===== config.mk =====
export PLATFORM = sky130hd
export DESIGN_NAME = demux_1x2_packet_router
export DESIGN_NICKNAME = d
export VERILOG_FILES = /design/src/rtl/demux_pkg.sv /design/src/rtl/out_slot.sv /design/src/rtl/demux_1x2_packet_router.sv
export SDC_FILE = /design/constraint.sdc
export NUM_CORES = 1
export LEC_CHECK = 0
export CAP_MARGIN = 10
export CORE_MARGIN = 4
export CORE_UTILIZATION = 45
export DETAILED_ROUTE_END_ITERATION = 7
export GPL_TIMING_DRIVEN = 0
export HOLD_SLACK_MARGIN = 0.08
export PLACE_DENSITY = 0.86
export SYNTH_ARGS = -nofsm -noshare
export SYNTH_HDL_FRONTEND = slang
export SYNTH_SLANG_ARGS = --single-unit

===== constraint.sdc =====
create_clock -name clk -period 4.2 [get_ports clk]
set_clock_uncertainty 0.15 [all_clocks]
set_input_delay 1.05 -clock clk [delete_from_list [all_inputs] [get_ports clk]]
set_output_delay 1.05 -clock clk [all_outputs]
set_load 0.02 [all_outputs]

===== src/rtl/demux_pkg.sv =====
// Shared constants and state encoding for the 1:2 packet router.
package demux_pkg;

  localparam int unsigned WIDTH_DEF = 8;
  localparam int unsigned CNTW_DEF  = 8;

  typedef enum logic {
    ST_IDLE  = 1'b0,
    ST_ROUTE = 1'b1
  } state_e;

endpackage


===== src/rtl/out_slot.sv =====
// One-entry valid/ready register slice feeding one router output.
module out_slot
  import demux_pkg::*;
#(
  parameter int unsigned WIDTH = WIDTH_DEF
) (
  input  logic             clk,
  input  logic             rst,
  input  logic             load,
  input  logic [WIDTH-1:0] d,
  input  logic             last,
  input  logic             ready,
  output logic             valid,
  output logic [WIDTH-1:0] q,
  output logic             q_last,
  output logic             free
);

  // Load wins over drain so a simultaneous load+drain keeps the slot full.
  always_ff @(posedge clk or posedge rst) begin
    if (rst) begin
      valid  <= 1'b0;
      q      <= '0;
      q_last <= 1'b0;
    end else if (load) begin
      valid  <= 1'b1;
      q      <= d;
      q_last <= last;
    end else if (ready) begin
      valid  <= 1'b0;
    end
  end

  assign free = !valid || ready;

endmodule


===== src/rtl/demux_1x2_packet_router.sv =====
// Steers one packet stream to y0 or y1; the select is locked for a whole packet.
module demux_1x2_packet_router
  import demux_pkg::*;
#(
  parameter int unsigned WIDTH = WIDTH_DEF,
  parameter int unsigned CNTW  = CNTW_DEF
) (
  input  logic             clk,
  input  logic             rst,
  input  logic [WIDTH-1:0] in_data,
  input  logic             in_valid,
  input  logic             in_last,
  output logic             in_ready,
  input  logic             s,
  output logic [WIDTH-1:0] y0_data,
  output logic             y0_valid,
  output logic             y0_last,
  input  logic             y0_ready,
  output logic [WIDTH-1:0] y1_data,
  output logic             y1_valid,
  output logic             y1_last,
  input  logic             y1_ready,
  output logic             busy,
  output logic [CNTW-1:0]  cnt0,
  output logic [CNTW-1:0]  cnt1
);

  state_e          state_q, state_d;
  logic            sel_q, sel_d;
  logic [CNTW-1:0] cnt0_q, cnt1_q;
  logic            inc0, inc1;
  logic            tgt, accept;
  logic            free0, free1;
  logic            load0, load1;

  // Destination is the live select only between packets.
  assign tgt      = (state_q == ST_IDLE) ? s : sel_q;
  assign in_ready = tgt ? free1 : free0;
  assign accept   = in_valid && in_ready;
  assign load0    = accept && !tgt;
  assign load1    = accept && tgt;

  out_slot #(.WIDTH(WIDTH)) u_slot0 (
    .clk    (clk),
    .rst    (rst),
    .load   (load0),
    .d      (in_data),
    .last   (in_last),
    .ready  (y0_ready),
    .valid  (y0_valid),
    .q      (y0_data),
    .q_last (y0_last),
    .free   (free0)
  );

  out_slot #(.WIDTH(WIDTH)) u_slot1 (
    .clk    (clk),
    .rst    (rst),
    .load   (load1),
    .d      (in_data),
    .last   (in_last),
    .ready  (y1_ready),
    .valid  (y1_valid),
    .q      (y1_data),
    .q_last (y1_last),
    .free   (free1)
  );

  always_ff @(posedge clk or posedge rst) begin
    if (rst) begin
      state_q <= ST_IDLE;
      sel_q   <= 1'b0;
      cnt0_q  <= '0;
      cnt1_q  <= '0;
    end else begin
      state_q <= state_d;
      sel_q   <= sel_d;
      if (inc0) cnt0_q <= cnt0_q + CNTW'(1);
      if (inc1) cnt1_q <= cnt1_q + CNTW'(1);
    end
  end

  // Next state; counters bump when a packet's last beat is accepted.
  always_comb begin
    state_d = state_q;
    sel_d   = sel_q;
    inc0    = 1'b0;
    inc1    = 1'b0;
    case (state_q)
      ST_IDLE: begin
        if (accept) begin
          if (in_last) begin
            inc0 = !s;
            inc1 = s;
          end else begin
            sel_d   = s;
            state_d = ST_ROUTE;
          end
        end
      end
      ST_ROUTE: begin
        if (accept && in_last) begin
          inc0    = !sel_q;
          inc1    = sel_q;
          state_d = ST_IDLE;
        end
      end
    endcase
  end

  assign busy = (state_q == ST_ROUTE);
  assign cnt0 = cnt0_q;
  assign cnt1 = cnt1_q;

endmodule


# Word-level counts from Yosys, hierarchy flattened
# Cells that the tools add are included.
# op_classes
n_addsub	2
reduce_logical	14
bitwise_logic	2
n_mux	18
# ops
operator	n
adder 8 x 1 -> 8 bit, second input constant	2
two-way mux 1 bit	15
one-hot mux 1 bit (2 select lines)	3
logical NOT 1 bit	5
logical AND 1 bit	4
nonzero test 2 bit	2
AND reduction 3 bit	1
logical OR 1 bit	2
NOT 1 bit	2
# totals
register_bits	38

# Longest topological paths before layout
# depth
ltp_word	7
mapped_depth	5

# By module
# From an unflattened synthesis, not the netlist that was laid out.
# hier_totals
cells_unflattened	128
area_unflattened_um2	1756.7
# modules_own_cells
mod	n_inst	area_each_um2	cells_per_inst
demux_1x2_packet_router	1	930.9	82
out_slot	2	412.9	23

# Worst setup path before layout
# OpenSTA, ideal clock, no wires.
# synth_path
path_type	input -> output
start	input port s
end	output port in_ready
required_ns	3.000
stages	3
path_slack_ns	1.350
path_buffers	0
arrival_time_ns	1.650
cell_sequence	mux2i_1 > nor2_1 > nor2_1
# synth_via
elab_chain_len	2
# synth_rtl
item	line_no	text
start, declared	demux_1x2_packet_router.sv:14	input logic s,
two-way mux 1 bit	demux_1x2_packet_router.sv:37	assign tgt = (state_q == ST_IDLE) ? s : sel_q;
two-way mux 1 bit	demux_1x2_packet_router.sv:38	assign in_ready = tgt ? free1 : free0;
end, declared	demux_1x2_packet_router.sv:13	output logic in_ready,
# No other way between the ends.

# Worst setup path after layout
# Ends and elaborated chain as after synthesis.

==> results.txt <==
outcome: completed
fin. max-slew vios: 0
critical path type: in -> out
clock transition at the registers of the reported paths: 110 ps
crit path capture type: output pin
Synth Area in Adders: 0.01550
Hold Path Sink: cnt0[7]$_DFFE_PP0P_
Netlist cell types: 24
layout overhead on the synthesized area: 42.40%
Post-synth top cells: 38 x dfrtp_1, 34 x nand2_1, 10 x mux2_2, 10 x xor2_1, 9 x nor2_1
vias in the first global route: 1285
# Post-CTS Setup Buffers: 0
# Max-Cap Violations: 0
Seq/Total Area, Yosys: 0.5891
layout cells sized above 1: 0.1294
Initial Utilization: 0.4762
Post-CTS Hold Fix Bufs: 0
R2R Path End: sel_q$_DFFE_PP0P_
post-synth top area cell: dfrtp_1
Seq cells post-synth: 38
CTS H-Tree Depth: 2
WP data required: 3000 ps
Synth Flop Type: dfrtp_1
root buf cell: clkbuf_4
Synth Instances: 140
most frequent cell after synthesis: dfrtp_1
startpoint types: input pin
maximum achievable frequency: 264.9 MHz
mean post-synth cell area: 11.53 sq um
peak supply drop: 0.0003756 V
CTS tree: done
relative slew slack: 0.5095
antenna-violating nets left: 0
diode count: 0
total track usage: 0.1893
min-delay src: cnt0[7]$_DFFE_PP0P_
reg2reg setup slack: 2300 ps
fin cells: 247
Core ar.: 3390 sq um
CTS resizes: 0
pre-CTS setup slack: 429.4 ps
Worst Tran Pin Value: 735.0 ps
reg2reg path depth: 4
TritonCTS sink count: 38
DR vias/cell: 4.972
Die Height: 67.89 microns
aggregate global routing overflow: 0
port bufs: 52
Via Count: 1228
placed insts: 239
TritonCTS buffer count: 5
post-synth top area share: 0.5891
Final HPWL DP: 2.874 mm
die area: 4609 sq um
Core Rows: 21
Synth Area in Simple Gates: 0.1961
1st-iter DRT viols: 59
CTS max path bufs: 2
initial antenna violation count: 0
Synth Area in Compound Gates: 0.004651
period utilization: 0.8990
final core occ: 0.6781
hold depth: 1
synth top area cells: dfrtp_1 59%, nand2_1 7.9%, mux2_2 7.0%
asr flop ratio synth: 1.000
die width: 67.89 microns
Post-Synth XOR/XNOR Area: 0.07597
total wire length: 3.781 mm
yosys warns: 0
final hold vios: 0
synthesized area: 1614 sq um
first-pass GRT wire length: 6.237 mm
multiplexer share of the synthesized area: 0.09845
Leak: 0.001074 uW
largest family of logic cells by synthesized area: simple AND/OR/NAND/NOR gates
Arr. time, crit path: 2580 ps
largest net degree at the start of global routing: 22
DRC Markers: 0
final net count: 217
final setup violation count: 0
net count after synthesis: 157
routability cong.: 0.7490
fin crit period: 3776 ps
Pre-Repair DR Iteration Count: 4
Pwr Density: 727.0 nW/um^2
crit-path max FO: 4
Post-synth EDFFs: 0
io pins: 53
hold crit path type: reg -> reg
TNS Setup: 0 ps
RSZ-0062 raised after global routing: no
DR WL/cell: 15.31 microns
Clk Latency, worst-skew pair: 340 ps
setup ws final: 424.3 ps
==> sequential cells by signal, indices dropped and copies added, names as in the netlist, named ones only <==
| name | count |
|---|---|
| u_slot0.q | 8 |
| u_slot1.q_last | 1 |
| u_slot1.valid | 1 |
| u_slot0.q_last | 1 |
| u_slot1.q | 8 |
| u_slot0.valid | 1 |
| cnt1 | 8 |
| sel_q | 1 |
| cnt0 | 8 |
==> metrics by stage <==
| step | hold WS, ps | cell area [sq um] | total power [uW] |
|---|---|---|---|
| 4_1_cts | 329.6 | 2298 | 1689 |
| 5_1_grt | 338.7 | 2298 | 1776 |
| 2_1_floorplan | 330.8 | 1614 | 1051 |
| 3_5_place_dp | 313.8 | 2220 | 1456 |
| 3_3_place_gp | 306.2 | 2192 | 1415 |
| 6_report | 323.2 | 2298 | 1671 |
==> cells by family (layout without fill, tap and decap cells) <==
kind of cell	after synthesis	count (layout)
AOI/OAI and AO/OA	1	1
adders and majority gates	2	2
and+or+nand+nor	63	63
DFF	38	38
muxes	14	14
buffers and inverters	8	69
xor gates and xnor gates	14	14
==> worst max-delay path, stage by stage <==
cell and delay, ps:
clkdlybuf4s50_1 440, mux2i_1 300, nor2_1 90, nor2_1 90
clkdlybuf4s50_1 610
==> report_power, final <==
part	switching, uW	total [uW]	internal (uW)
registers	122	636	513
clock network	114	229	114
logic	415	807	392
==> layout make-up <==
class                           instances  area (sq um)
Tap cell                               46         57.56
Fill cell                             265          1091
Timing Repair Buffer                   53         548.0
Clock buffer                            8         78.83
Sequential cell                        38         950.9
Inverter                                5         18.77
Buffer                                  3         13.76
Multi-Input combinational cell         94         630.6
==> cell usage in the layout, fill, tap and decap left out, types with 2 or more instances in the layout <==
cell type,Yosys,layout
clkdlybuf4s50_1,0,52
inv_1,5,5
ha_1,2,2
xnor2_1,4,4
clkbuf_4,0,5
clkbuf_8,0,3
nand2b_1,2,2
dfrtp_1,38,38
nor2_1,9,9
nand4_1,2,2
mux2_2,10,10
nand2_1,34,34
nand3_1,7,7
xor2_1,10,10
nor3_1,3,3
buf_2,2,2
mux2i_1,2,2
==> worst max-delay path by stage <==
stage                     startpoint       end  slack [ps]
after detailed placement           s  in_ready         430
after global routing               s  in_ready         330
after CTS                          s  in_ready         430
final                              s  in_ready         420
after floorplan                    s  in_ready        1350
after global placement             s  in_ready         460
==> routing by layer <==
metal,vias to the layer above,track usage,part of all wire
met5,-,0,0
met3,5,0.05911,0.049
li1,584,-,-
met2,39,0.3439,0.55
met4,0,0.05955,0.013
met1,600,0.2101,0.39
Power figures use the tool's default switching activity.
